==> src/rtl/multicycle_control.sv <==
// multicycle_control: main control FSM and ALU-control issuer for the multicycle MIPS datapath
module multicycle_control (
  input  logic       clk,
  input  logic       reset,
  input  logic [5:0] opcode,
  input  logic [5:0] funct,
  input  logic       zero,
  output logic [3:0] ALUControl,
  output logic       ALUSrcA,
  output logic [1:0] ALUSrcB,
  output logic [1:0] PCSource,
  output logic       PCWrite,
  output logic       IRWrite,
  output logic       MemRead,
  output logic       MemWrite,
  output logic       RegWrite,
  output logic       IorD,
  output logic       RegDst,
  output logic       MemtoReg,
  output logic       illegal,
  output logic [3:0] state
);
  typedef enum logic [3:0] {
    FETCH, DECODE, MEMADR, MEMREAD, MEMWB, MEMWRITE,
    EXECUTE, ALUWB, BRANCH, ADDIEX, ADDIWB, JUMP
  } state_t;
  localparam logic [5:0] OP_R = 6'b000000, OP_LW = 6'b100011, OP_SW = 6'b101011;
  localparam logic [5:0] OP_BEQ = 6'b000100, OP_ADDI = 6'b001000, OP_J = 6'b000010;
  localparam logic [3:0] ALU_ADD = 4'b0010, ALU_SUB = 4'b0110, ALU_AND = 4'b0000;
  localparam logic [3:0] ALU_OR = 4'b0001, ALU_SLT = 4'b0111, ALU_NOR = 4'b1100;
  state_t st, nx;
  logic [3:0] fctl;
  logic fok;
  assign state = st;
  assign fok = funct inside {6'b100000, 6'b100010, 6'b100100, 6'b100101, 6'b101010, 6'b100111};
  assign fctl = funct == 6'b100010 ? ALU_SUB :
                funct == 6'b100100 ? ALU_AND :
                funct == 6'b100101 ? ALU_OR  :
                funct == 6'b101010 ? ALU_SLT :
                funct == 6'b100111 ? ALU_NOR : ALU_ADD;
  always_comb begin
    ALUControl = ALU_ADD;
    ALUSrcA = 1'b0;
    ALUSrcB = 2'b00;
    PCSource = 2'b00;
    PCWrite = 1'b0;
    IRWrite = 1'b0;
    MemRead = 1'b0;
    MemWrite = 1'b0;
    RegWrite = 1'b0;
    IorD = 1'b0;
    RegDst = 1'b0;
    MemtoReg = 1'b0;
    illegal = 1'b0;
    nx = FETCH;
    if (!reset)
      case (st)
        FETCH: begin
          MemRead = 1'b1;
          IRWrite = 1'b1;
          ALUSrcB = 2'b01;
          PCWrite = 1'b1;
          nx = DECODE;
        end
        DECODE: begin
          ALUSrcB = 2'b11;
          illegal = !(opcode inside {OP_R, OP_LW, OP_SW, OP_BEQ, OP_ADDI, OP_J});
          nx = (opcode == OP_LW || opcode == OP_SW) ? MEMADR :
               opcode == OP_R    ? EXECUTE :
               opcode == OP_BEQ  ? BRANCH  :
               opcode == OP_ADDI ? ADDIEX  :
               opcode == OP_J    ? JUMP    : FETCH;
        end
        MEMADR: begin
          ALUSrcA = 1'b1;
          ALUSrcB = 2'b10;
          nx = opcode == OP_SW ? MEMWRITE : MEMREAD;
        end
        MEMREAD: begin
          MemRead = 1'b1;
          IorD = 1'b1;
          nx = MEMWB;
        end
        MEMWB: begin
          RegWrite = 1'b1;
          MemtoReg = 1'b1;
        end
        MEMWRITE: begin
          MemWrite = 1'b1;
          IorD = 1'b1;
        end
        EXECUTE: begin
          ALUSrcA = 1'b1;
          ALUControl = fctl;
          illegal = !fok;
          nx = fok ? ALUWB : FETCH;
        end
        ALUWB: begin
          RegWrite = 1'b1;
          RegDst = 1'b1;
        end
        BRANCH: begin
          ALUSrcA = 1'b1;
          ALUControl = ALU_SUB;
          PCSource = 2'b01;
          PCWrite = zero;
        end
        ADDIEX: begin
          ALUSrcA = 1'b1;
          ALUSrcB = 2'b10;
          nx = ADDIWB;
        end
        ADDIWB: RegWrite = 1'b1;
        JUMP: begin
          PCSource = 2'b10;
          PCWrite = 1'b1;
        end
        default: nx = FETCH;
      endcase
  end
  always_ff @(posedge clk)
    if (reset) st <= FETCH;
    else st <= nx;
endmodule

==> config.mk <==
export PLATFORM = sky130hd
export DESIGN_NAME = multicycle_control
export DESIGN_NICKNAME = d
export VERILOG_FILES = /design/src/rtl/multicycle_control.sv
export SDC_FILE = /design/constraint.sdc
export NUM_CORES = 1
export LEC_CHECK = 0
export ABC_AREA = 1
export BUFFER_PORTS_ARGS = -buffer_cell sky130_fd_sc_hd__buf_2
export CELL_PAD_IN_SITES_DETAIL_PLACEMENT = 0
export CELL_PAD_IN_SITES_GLOBAL_PLACEMENT = 1
export CORE_ASPECT_RATIO = 1.75
export CORE_MARGIN = 3
export CORE_UTILIZATION = 29
export DETAILED_ROUTE_END_ITERATION = 10
export PLACE_DENSITY_LB_ADDON = 0.1
export RECOVER_POWER = 100
export SYNTH_ARGS = -nofsm -noshare
export SYNTH_HDL_FRONTEND = slang
export SYNTH_SLANG_ARGS = --single-unit
==> constraint.sdc <==
create_clock -name clk -period 2.8 [get_ports clk]
set_clock_uncertainty 0.05 [all_clocks]
set_input_delay 0.28 -clock clk [delete_from_list [all_inputs] [get_ports clk]]
set_output_delay 0.28 -clock clk [all_outputs]
set_load 0.05 [all_outputs]
Word level (Yosys, flattened, before mapping)
Index checks and enable logic that the tools add are counted.
Widths: inputs -> output; s select.

word-level totals
  bits in registers = 4
  bits in latches = 0
  bits in writable memories = 0
  ROM bits = 0
  input port bits = 15
  output and inout bits = 22
  word-level logic and storage cells = 75
  memories = 0

operators by class
  add/sub/neg operators = 0
  $mul = 0
  div/mod/pow operators = 0
  magnitude comparators = 0
  equal/unequal tests = 22
  shift-type cells = 0
  multiplexer cells = 39
  bitwise gates (word level) = 0
  reduce and logical (&&, ||, !) cells = 13

operators with widths
  operator            count
  $eq 6x6->1 const B  8
  $mux 4              11
  $pmux 4 s6          1
  $mux 1              18
  $eq 4x3->1 const B  4
  $eq 4x4->1 const B  4
  $reduce_bool 6->1   2
  $eq 4x2->1 const B  2
  $pmux 4 s2          1
  $reduce_or 2->1     4
  $eq 6x2->1 const B  1
  $eq 6x3->1 const B  1
  $eq 6x4->1 const B  1
  $logic_not 6->1     1
  $mux 3              2
  $pmux 2 s3          1
  $eq 4x1->1 const B  1
  $logic_not 4->1     1
  $mux 2              2
  $pmux 1 s2          2
  $pmux 2 s2          1
  $reduce_or 4->1     1
  $reduce_or 3->1     1
  $logic_not 1->1     2
  $logic_or 1x1->1    1

Depth between registers and ports, before layout
Gate-level depths: netlist (run 1).

  depth in word-level cells = 8
  depth in mapped cells = 8
  gate-level depth less buffers = 8

Least setup slack after synthesis (run 1)
No wires, ideal clock.

  path type = register -> output
  start point = reg st[2], in the netlist state[2]
  end point = out RegWrite
  arrival time = 2.227 ns
  data required time = 2.470 ns
  setup slack = 0.243 ns
  cell stages (with the launch flop) = 9
  buffers on the path = 0
  path through = dfxtp_1 -> inv_2 -> nor2_2 -> inv_2 -> nor2_2 -> inv_2 -> nor2_1 -> nor2_1 -> o31ai_1

between the ends
  word-level cells in the longest chain between the ends = 4
  elaborated cells between the ends (all ways) = 6
  classes of those cells = 3 x eq/ne; 2 x mux; 1 x reduce/logical

RTL lines
  item                                             line  RTL
  start: declaration                               31    state_t st, nx;
  start signal: assignment                         123   else st <= nx;
  $eq 4x3->1 / $eq 4x4->1 (equally long branches)  57    case (st)
  $reduce_or 3->1 (no source line) *               --
  $mux 1 *                                         57
  $mux 1 *                                         56    if (!reset)
  end: declaration                                 16    output logic RegWrite,

Every way passes the cells marked *; elsewhere a longest branch is shown, timed or not.

Final worst setup path (run 1)
  start point = reg st[1], in the netlist state[1]
  end point = out ALUControl[3]

between the ends
  word-level cells in the longest chain between the ends = 3
  elaborated cells between the ends (all ways) = 4
  classes of those cells = 2 x eq/ne; 2 x mux

RTL lines
  item                                             line  RTL
  $eq 4x4->1 / $eq 4x3->1 (equally long branches)  57
  $pmux 4 s2 *                                     57
  $mux 4 *                                         56
  end: declaration                                 8     output logic [3:0] ALUControl,

Marks and branches as above.

==> results.yml, run 1 <==
worst_setup_path:
  crit_type: "register to output port"
  end_kind: "output port"
  worstSetupStartpointType: "register"
  cp_data_required_time_ps: 2470
  slowest_stage: "clkbuf_1"
  cp_max_fo: 5
  critPathMostFrequentCell: "nand2_1"
  critical-path-top-delay-family: "simple AND/OR/NAND/NOR gates"
  crit_arrival_ps: 1730
  path_cells: "nand2_1, nor2_1, nand2_1, nor3_2, clkbuf_1"
  slowest_delay_ps: 490
  cp_num_buf_inv: 1
clock_network:
  root_buffer: "clkbuf_4"
  cts_buffer_depth: 2
  clk_pin_slew_ps: 30
  numCtsBuffers: 3
  tritoncts: "done"
  cts_resized: 0
  cts_sinks: 4
  clock_latency_ps: 230
  cts_setup_buffers: 0
  cts.htree.levels: 1
  holdBufCountCts: 0
floorplanning:
  die_area_um2: 2930
  start_util_pct: 31.0
  die_x_um: 42.2
  num_rows: 22
  die_height_um: 69.4
  io_pins: 37
  core_area_um2: 2150
worst_hold_path:
  hp-class: "input pin to register"
cells_and_area:
  diodes: 0
  largest_reg_flops: 4
  drive_above_1_share_pct: 26.9
  post-route-util_pct: 39.5
  nets: 173
  syn2layout_area_growth_pct: 27.4
power_and_ir_drop:
  leakage_nw: 0.413
  ir_drop_v: 0.000305
  power_density_nw_per_um2: 263
synth:
  synth.area.top_cells: "dfxtp_1 (12%), nor2_1 (11%), nor2_4 (10%), nand2_1 (9.6%), inv_1 (9.0%)"
  ys_ff_latch: 4
  ys_types: 21
  seq_area_frac_synth_pct: 12.0
  postSynthAreaPerCell_um2: 5.64
  yosysWarnings: 0
  syn_inst: 118
  ys_async_sr_fraction_pct: 0
  synth_top_area_share_pct: 12.0
  yosysMostFrequentCell: "nor2_1"
  syn_area_um2: 666
  synth_fp_nets: 133
  synth-edff-count: 0
  synth_commonest_cells: "nor2_1 (19), nand2_1 (17), inv_1 (16)"
  synth_flop_cell: "dfxtp_1"
  synth_largest_area_cell: "dfxtp_1"
job:
  cap_violations: 0
global_route:
  track_usage_pct: 14.8
  grt_max_degree: 15
  grt_pass1_vias: 856
  grt_overflow: 0
  antenna_found_initial: 0
  grt_pass1_wl_um: 3570
drt:
  ant_nets: 0
  wl_per_cell_um: 11.5
  vias: 875
  drc_errors: 0
  dr.pass1.iters: 4
  wl_um: 2070
  first_iter_violations: 18
  viasPerCell: 4.86
sta:
  max_slew_margin_pct: 59.3
  period_share_pct: 73.5
  rsz0062_at_grt: "false"
  maxSlewViolCount: 0
  fin_tns_setup_ps: 0
  max_freq_mhz: 486
  period_needed_ps: 2060
  finalSetupViolCount: 0
  worst_pin_slew_ps: 613
  hold_viol: 0
placed_design:
  portBuffers: 36
  dp_hpwl_um: 1840
  gp_congestion: 0.778
run_status:
  status: "finished, final reports clean"
-- final cells by class --
class,instances,area (um^2)
sequential,4,80.1
fill,277,1300
inverter,24,90.1
timing repair buffer,36,154
tap,24,30.0
multi-input combinational,89,472
clock buffer,3,22.5
-- layer usage --
metal | wire (um) | GRT usage (%)
met5 | 0 | 0
met4 | 4 | 2.08
met3 | 96 | 2.08
met2 | 1270 | 32.1
met1 | 698 | 13.6
-- logic make-up after synthesis --
family	Yosys count	share of synthesized area, %
flops	4	12.0
simple gates	74	59.2
compound gates	15	14.5
buf+inv	25	14.3
-- cells in the final DEF (no fill, tap or decap) --
cell      Yosys  routed
nand2_1      17      20
o21ai_0       0       1
o31ai_1       2       2
buf_2         1      15
o22ai_1       1       1
inv_2         8       8
clkbuf_1      0      21
a21oi_2       1       1
nand3_1      11      11
a31oi_2       1       1
clkbuf_4      0       3
nand3_2       1       1
nand4_1       7       7
a21oi_1       7       7
nand2_2       5       2
nor2_2        5       5
nor2_4        6       5
dfxtp_1       4       4
inv_1        16      16
nor3_2        1       1
nor2_1       19      20
nor3_1        2       2
o21ai_1       2       2
-- stage by stage --
stage	hold slack (ps)	power [W]	cells	setup WS [ps]	instance area (um^2)
after floorplan	382	0.000131	118	243	666
after global placement	617	0.000161	177	1170	871
after detailed placement	620	0.000162	177	1130	871
after CTS	381	0.000233	180	921	893
after global routing	389	0.000245	180	560	848
final	383	0.000223	180	742	848
-- power by group --
group	internal [W]	switching, W
clock	0.0000477	0.0000199
combinational	0.0000232	0.0000707
sequential	0.0000591	0.00000231
-- final timing paths --
| kind | startpoint | endpoint | slack (ps) | cells after the start |
|---|---|---|---|---|
| max reg2reg | state[0]$_SDFF_PP0_ | state[1]$_SDFF_PP0_ | 1410 | 7 |
| max | state[1]$_SDFF_PP0_ | ALUControl[3] | 740 | 5 |
| min reg2reg | state[0]$_SDFF_PP0_ | state[0]$_SDFF_PP0_ | 650 | 3 |
| min | reset | state[2]$_SDFF_PP0_ | 380 | 2 |
(Power assumes the default switching activity.)
==> run 2, diff against run 1 <==
CORE_UTILIZATION = 27   (was 29)
clock period = 2.1 ns   (was 2.8 ns; I/O delays follow)
==> run 2 against run 1 <==
Net effect:
- critical path depth did not move
- die area is 6.6% higher
- hold slack worse by 52 ps
- clock-buffer cell count is the same
- largest cell class unchanged
- highest routed layer is now met3
- critical endpoint is now MemRead
- via count is 2.7% lower
==> results.yml, run 2 (synthesis gave the netlist of run 1 again) <==
drt:
  first_iter_violations: 11
  viasPerCell: 4.70
  wl_per_cell_um: 11.1
  dr.pass1.iters: 4
  ant_nets: 0
  wl_um: 2020
  vias: 851
  drc_errors: 0
cells_and_area:
  drive_above_1_share_pct: 36.5
  diodes: 0
  layout_common_cells: "nand2_1 (19), nor2_1 (19), inv_1 (17)"
  final_area_um2: 921
  syn2layout_area_growth_pct: 38.3
  largest_reg_flops: 4
  final_cell_count_no_fill: 181
  nFillCells: 281
  nets: 173
placed_design:
  dp_hpwl_um: 1780
  gp_congestion: 0.780
  placed_area_um2: 908
  post-place-ws_ps: 512
  place_inst: 178
  portBuffers: 36
sta:
  finalSetupViolCount: 0
  whs_ps: 330
  max_freq_mhz: 534
  hold_viol: 0
  rsz0062_at_grt: "false"
  period_needed_ps: 1870
  worst_pin_slew_ps: 605
  fin_tns_setup_ps: 0
  maxSlewViolCount: 0
  max_slew_margin_pct: 59.9
  worst_slack_ps: 229
  period_share_pct: 89.1
worst_setup_path:
  crit_arrival_ps: 1610
  cp_data_required_time_ps: 1840
  slowest_delay_ps: 480
  rr_worst_depth: 6
  worstSetupStartpointType: "register"
  cp-startpoint: "state[0]$_SDFF_PP0_"
  crit_type: "register to output port"
  cp_max_fo: 5
  path_cells: "nand2_1, nor2_1, inv_1, a21oi_2, clkbuf_1"
  slowest_stage: "clkbuf_1"
  reg2reg_from: "state[0]$_SDFF_PP0_"
  end_kind: "output port"
clock_network:
  clock_latency_ps: 210
  cts_buffer_depth: 2
  tritoncts: "done"
  holdBufCountCts: 0
  cts_sinks: 4
  cts.htree.levels: 1
  numCtsBuffers: 3
  cts_setup_buffers: 0
  clk_pin_slew_ps: 30
  root_buffer: "clkbuf_8"
  cts_resized: 0
floorplanning:
  start_util_pct: 28.6
  core_area_um2: 2330
  die_x_um: 43.5
  io_pins: 37
  num_rows: 23
  die_height_um: 71.7
  die_area_um2: 3120
global_route:
  grt_max_degree: 15
  track_usage_pct: 13.4
  grt_pass1_wl_um: 3370
  antenna_found_initial: 0
  grt_overflow: 0
  grt_pass1_vias: 803
job:
  cap_violations: 0
run_status:
  status: "finished, final reports clean"
worst_hold_path:
  hold_depth: 2
  hp-start: "reset"
  hp-class: "input pin to register"
power_and_ir_drop:
  ir_drop_v: 0.000352
  power_density_nw_per_um2: 395
  leakage_nw: 0.467
run 2: cell types whose count changed in the layout (fill, tap and decap cells not counted), sizes merged:
cell and change:
clkbuf +1, buf -1
run 2: where the power goes:
part / internal, W / switching (W)
combinational: 0.0000325 / 0.0000948
clock: 0.000122 / 0.0000332
sequential: 0.0000789 / 0.00000300
run 2: cell type report:
type	count	area, um^2	area share (%)
clock buffer	3	41.3	4.48
multi-input combinational	89	513	55.7
tap	25	31.3	3.40
timing repair buffer	36	164	17.8
sequential	4	81.3	8.83
inverter	24	90.1	9.78
run 2: worst paths after layout:
kind	endpoint	slack, ps
setup / recovery	MemRead	230
setup reg to reg	state[2]$_SDFF_PP0_	730
hold / removal	state[3]$_SDFF_PP0_	330
hold reg to reg	state[0]$_SDFF_PP0_	620
run 2: through the flow:
step	util (%)	total power, W
floorplan	-	0.000177
global placement	39.0	0.000215
detailed placement	39.0	0.000216
CTS	40.7	0.000375
global route	39.5	0.000387
finish	39.5	0.000364
run 2: worst max-delay path: cells and delay by family, from the launching register on:
| family | cells | cell delay [ps] |
|---|---|---|
| DFF | 1 | 400 |
| buffers and inverters | 2 | 570 |
| and+or+nand+nor | 2 | 300 |
| AOI/OAI and AO/OA | 1 | 130 |
run 2: metal layers:
layer | track usage (%) | vias up | routed length (um) | part of all wire, %
met4 | 3.02 | 0 | 0 | 0
met1 | 14.7 | 374 | 793 | 39
met3 | 1.26 | 0 | 91 | 4.5
li1 | - | 456 | - | -
met2 | 26.2 | 21 | 1130 | 56
met5 | 0 | - | 0 | 0
==> run 3, diff against run 2 <==
ABC_AREA = unset   (was 1)
CORE_ASPECT_RATIO = unset   (was 1.75)
CORE_MARGIN = 2   (was 3)
==> run 3 against run 2 <==
Net effect:
- combinational power is 7% higher
- clock-buffer cell count stayed put
- worst setup slack worse by 98 ps
- highest routed layer is now met4
- critical path depth stayed put
- flip-flop and latch count stayed put
- first-iteration DRC count is 9.1% higher
- fmax is 5.0% lower
==> results.yml, run 3 <==
floorplanning:
  io_pins: 37
  die_height_um: 50.7
  start_util_pct: 29.4
  die_area_um2: 2570
  die_x_um: 50.7
  num_rows: 16
  core_area_um2: 2000
synth:
  yosysWarnings: 0
  synth_commonest_cells: "nor2_1 (13), nor3_1 (7), o21ai_0 (6)"
  syn_inst: 90
  yosysMostFrequentCell: "nor2_1"
  synth-edff-count: 0
  seq_area_frac_synth_pct: 13.6
  synth_top_area_share_pct: 13.6
  ys_ff_latch: 4
  ys_types: 35
  ys_async_sr_fraction_pct: 0
  syn_area_um2: 589
  synth_flop_cell: "dfxtp_1"
  synth_largest_area_cell: "dfxtp_1"
  synth.area.top_cells: "dfxtp_1 (14%), nor2_1 (8.3%), nor3_1 (5.9%), o21ai_0 (5.1%), xor2_1 (4.5%)"
  synth_fp_nets: 105
  postSynthAreaPerCell_um2: 6.55
sta:
  max_slew_margin_pct: 58.7
  period_needed_ps: 1970
  worst_slack_ps: 131
  period_share_pct: 93.7
  finalSetupViolCount: 0
  hold_viol: 0
  maxSlewViolCount: 0
  worst_pin_slew_ps: 622
  rsz0062_at_grt: "false"
  max_freq_mhz: 508
worst_setup_path:
  crit_type: "register to output port"
  reg2reg_slack_ps: 740
  cp_max_fo: 4
  worstSetupStartpointType: "register"
  cp_data_required_time_ps: 1840
  end_kind: "output port"
  crit_arrival_ps: 1710
placed_design:
  gp_congestion: 0.758
  placed_area_um2: 840
  place_inst: 152
  dp_hpwl_um: 1510
  portBuffers: 36
  post-place-ws_ps: 337
worst_hold_path:
  hp-class: "input pin to register"
drt:
  viasPerCell: 5.23
  dr.pass1.iters: 2
  vias: 810
  drc_errors: 0
  ant_nets: 0
  wl_met1_um: 866
  wl_met2_um: 899
  highest_layer: "met4"
  wl_um: 1860
  wl_per_cell_um: 12.0
  met3WireLength_um: 85
  first_iter_violations: 12
power_and_ir_drop:
  p_total_w: 0.000313
  switching_share_pct: 41.7
  seqPwrFrac_pct: 25.6
  power_density_nw_per_um2: 368
  p_switching_w: 0.000131
  leakage_nw: 0.362
  internal_power_w: 0.000183
  power.share.clock_pct: 31.0
  p_comb_share_pct: 43.4
  ir_drop_v: 0.000178
job:
  cap_violations: 0
cells_and_area:
  layout_common_cells: "buf_2 (16), clkbuf_2 (14), nor2_1 (13)"
  final_area_um2: 852
  final_cell_count_no_fill: 155
  largest_reg_flops: 4
  final_common_cell: "buf_2"
  drive_above_1_share_pct: 36.7
  nFillCells: 234
  post-route-util_pct: 42.6
  diodes: 0
  nets: 145
  syn2layout_area_growth_pct: 44.6
global_route:
  grt_pass1_wl_um: 3040
  grt_pass1_vias: 700
  grt_overflow: 0
  track_usage_pct: 15.3
  grt_max_degree: 14
  antenna_found_initial: 0
clock_network:
  clk_pin_slew_ps: 40
  numCtsBuffers: 3
  cts_buffer_depth: 2
  clock_latency_ps: 240
  root_buffer: "clkbuf_4"
  tritoncts: "done"
  cts_sinks: 4
  cts.htree.levels: 1
run_status:
  status: "finished, final reports clean"
-- run 3: worst paths after layout --
path | start | cells after the start | to
hold / removal | opcode[4] | 4 | state[3]$_SDFF_PP0_
hold reg to reg | state[2]$_SDFF_PP0_ | 2 | state[2]$_SDFF_PP0_
setup / recovery | state[0]$_SDFF_PP0_ | 5 | ALUControl[3]
setup reg to reg | state[1]$_SDFF_PP0_ | 4 | state[1]$_SDFF_PP0_
-- run 3: power by group through the flow --
stage               Clock (W)  Sequential (W)  Combinational (W)
global route         0.000103       0.0000806           0.000148
detailed placement          0       0.0000814           0.000138
finish              0.0000972       0.0000802           0.000136
global placement            0       0.0000813           0.000138
CTS                 0.0000989       0.0000802           0.000138
floorplan                   0       0.0000898          0.0000849
-- run 3: metal layers --
layer | track usage, % | vias to the layer above
met3 | 3.27 | 2
met1 | 18.2 | 374
met5 | 0 | -
met2 | 26.8 | 24
met4 | 5.41 | 0
li1 | - | 410
-- run 3: logic make-up after synthesis --
family / after synthesis / synth area share [%]
simple gates: 49 / 47.3
compound gates: 25 / 27.8
buf+inv: 9 / 6.79
flops: 4 / 13.6
xor+xnor: 3 / 4.46
-- run 3: per-stage QoR --
| stage | setup TNS (ps) | hold WS, ps |
|---|---|---|
| finish | 0 | 310 |
| floorplan | -482 | 385 |
| detailed placement | 0 | 557 |
| global placement | 0 | 548 |
| global route | 0 | 344 |
| CTS | 0 | 314 |
-- run 3: area by class of cell --
type / instances / area, um^2 / area share (%)
multi-input combinational: 77 / 504 / 59.2
timing repair buffer: 39 / 191 / 22.5
sequential: 4 / 81.3 / 9.54
tap: 27 / 33.8 / 3.96
clock buffer: 3 / 22.5 / 2.64
inverter: 5 / 18.8 / 2.20
-- run 3: worst max-delay path, cell delays in order (launching register included) --
cell and delay (ps):
dfxtp_1 290, and2b_1 290, nand3_2 140, nor3b_2 270, nor3b_4 200, buf_2 280
-- run 3: repair_timing --
item	in CTS	in global routing
hold buffers	0	0
endpoints found under the hold margin	0	0
setup endpoints to repair	0	3
setup buffers	0	0
resized for setup	0	1
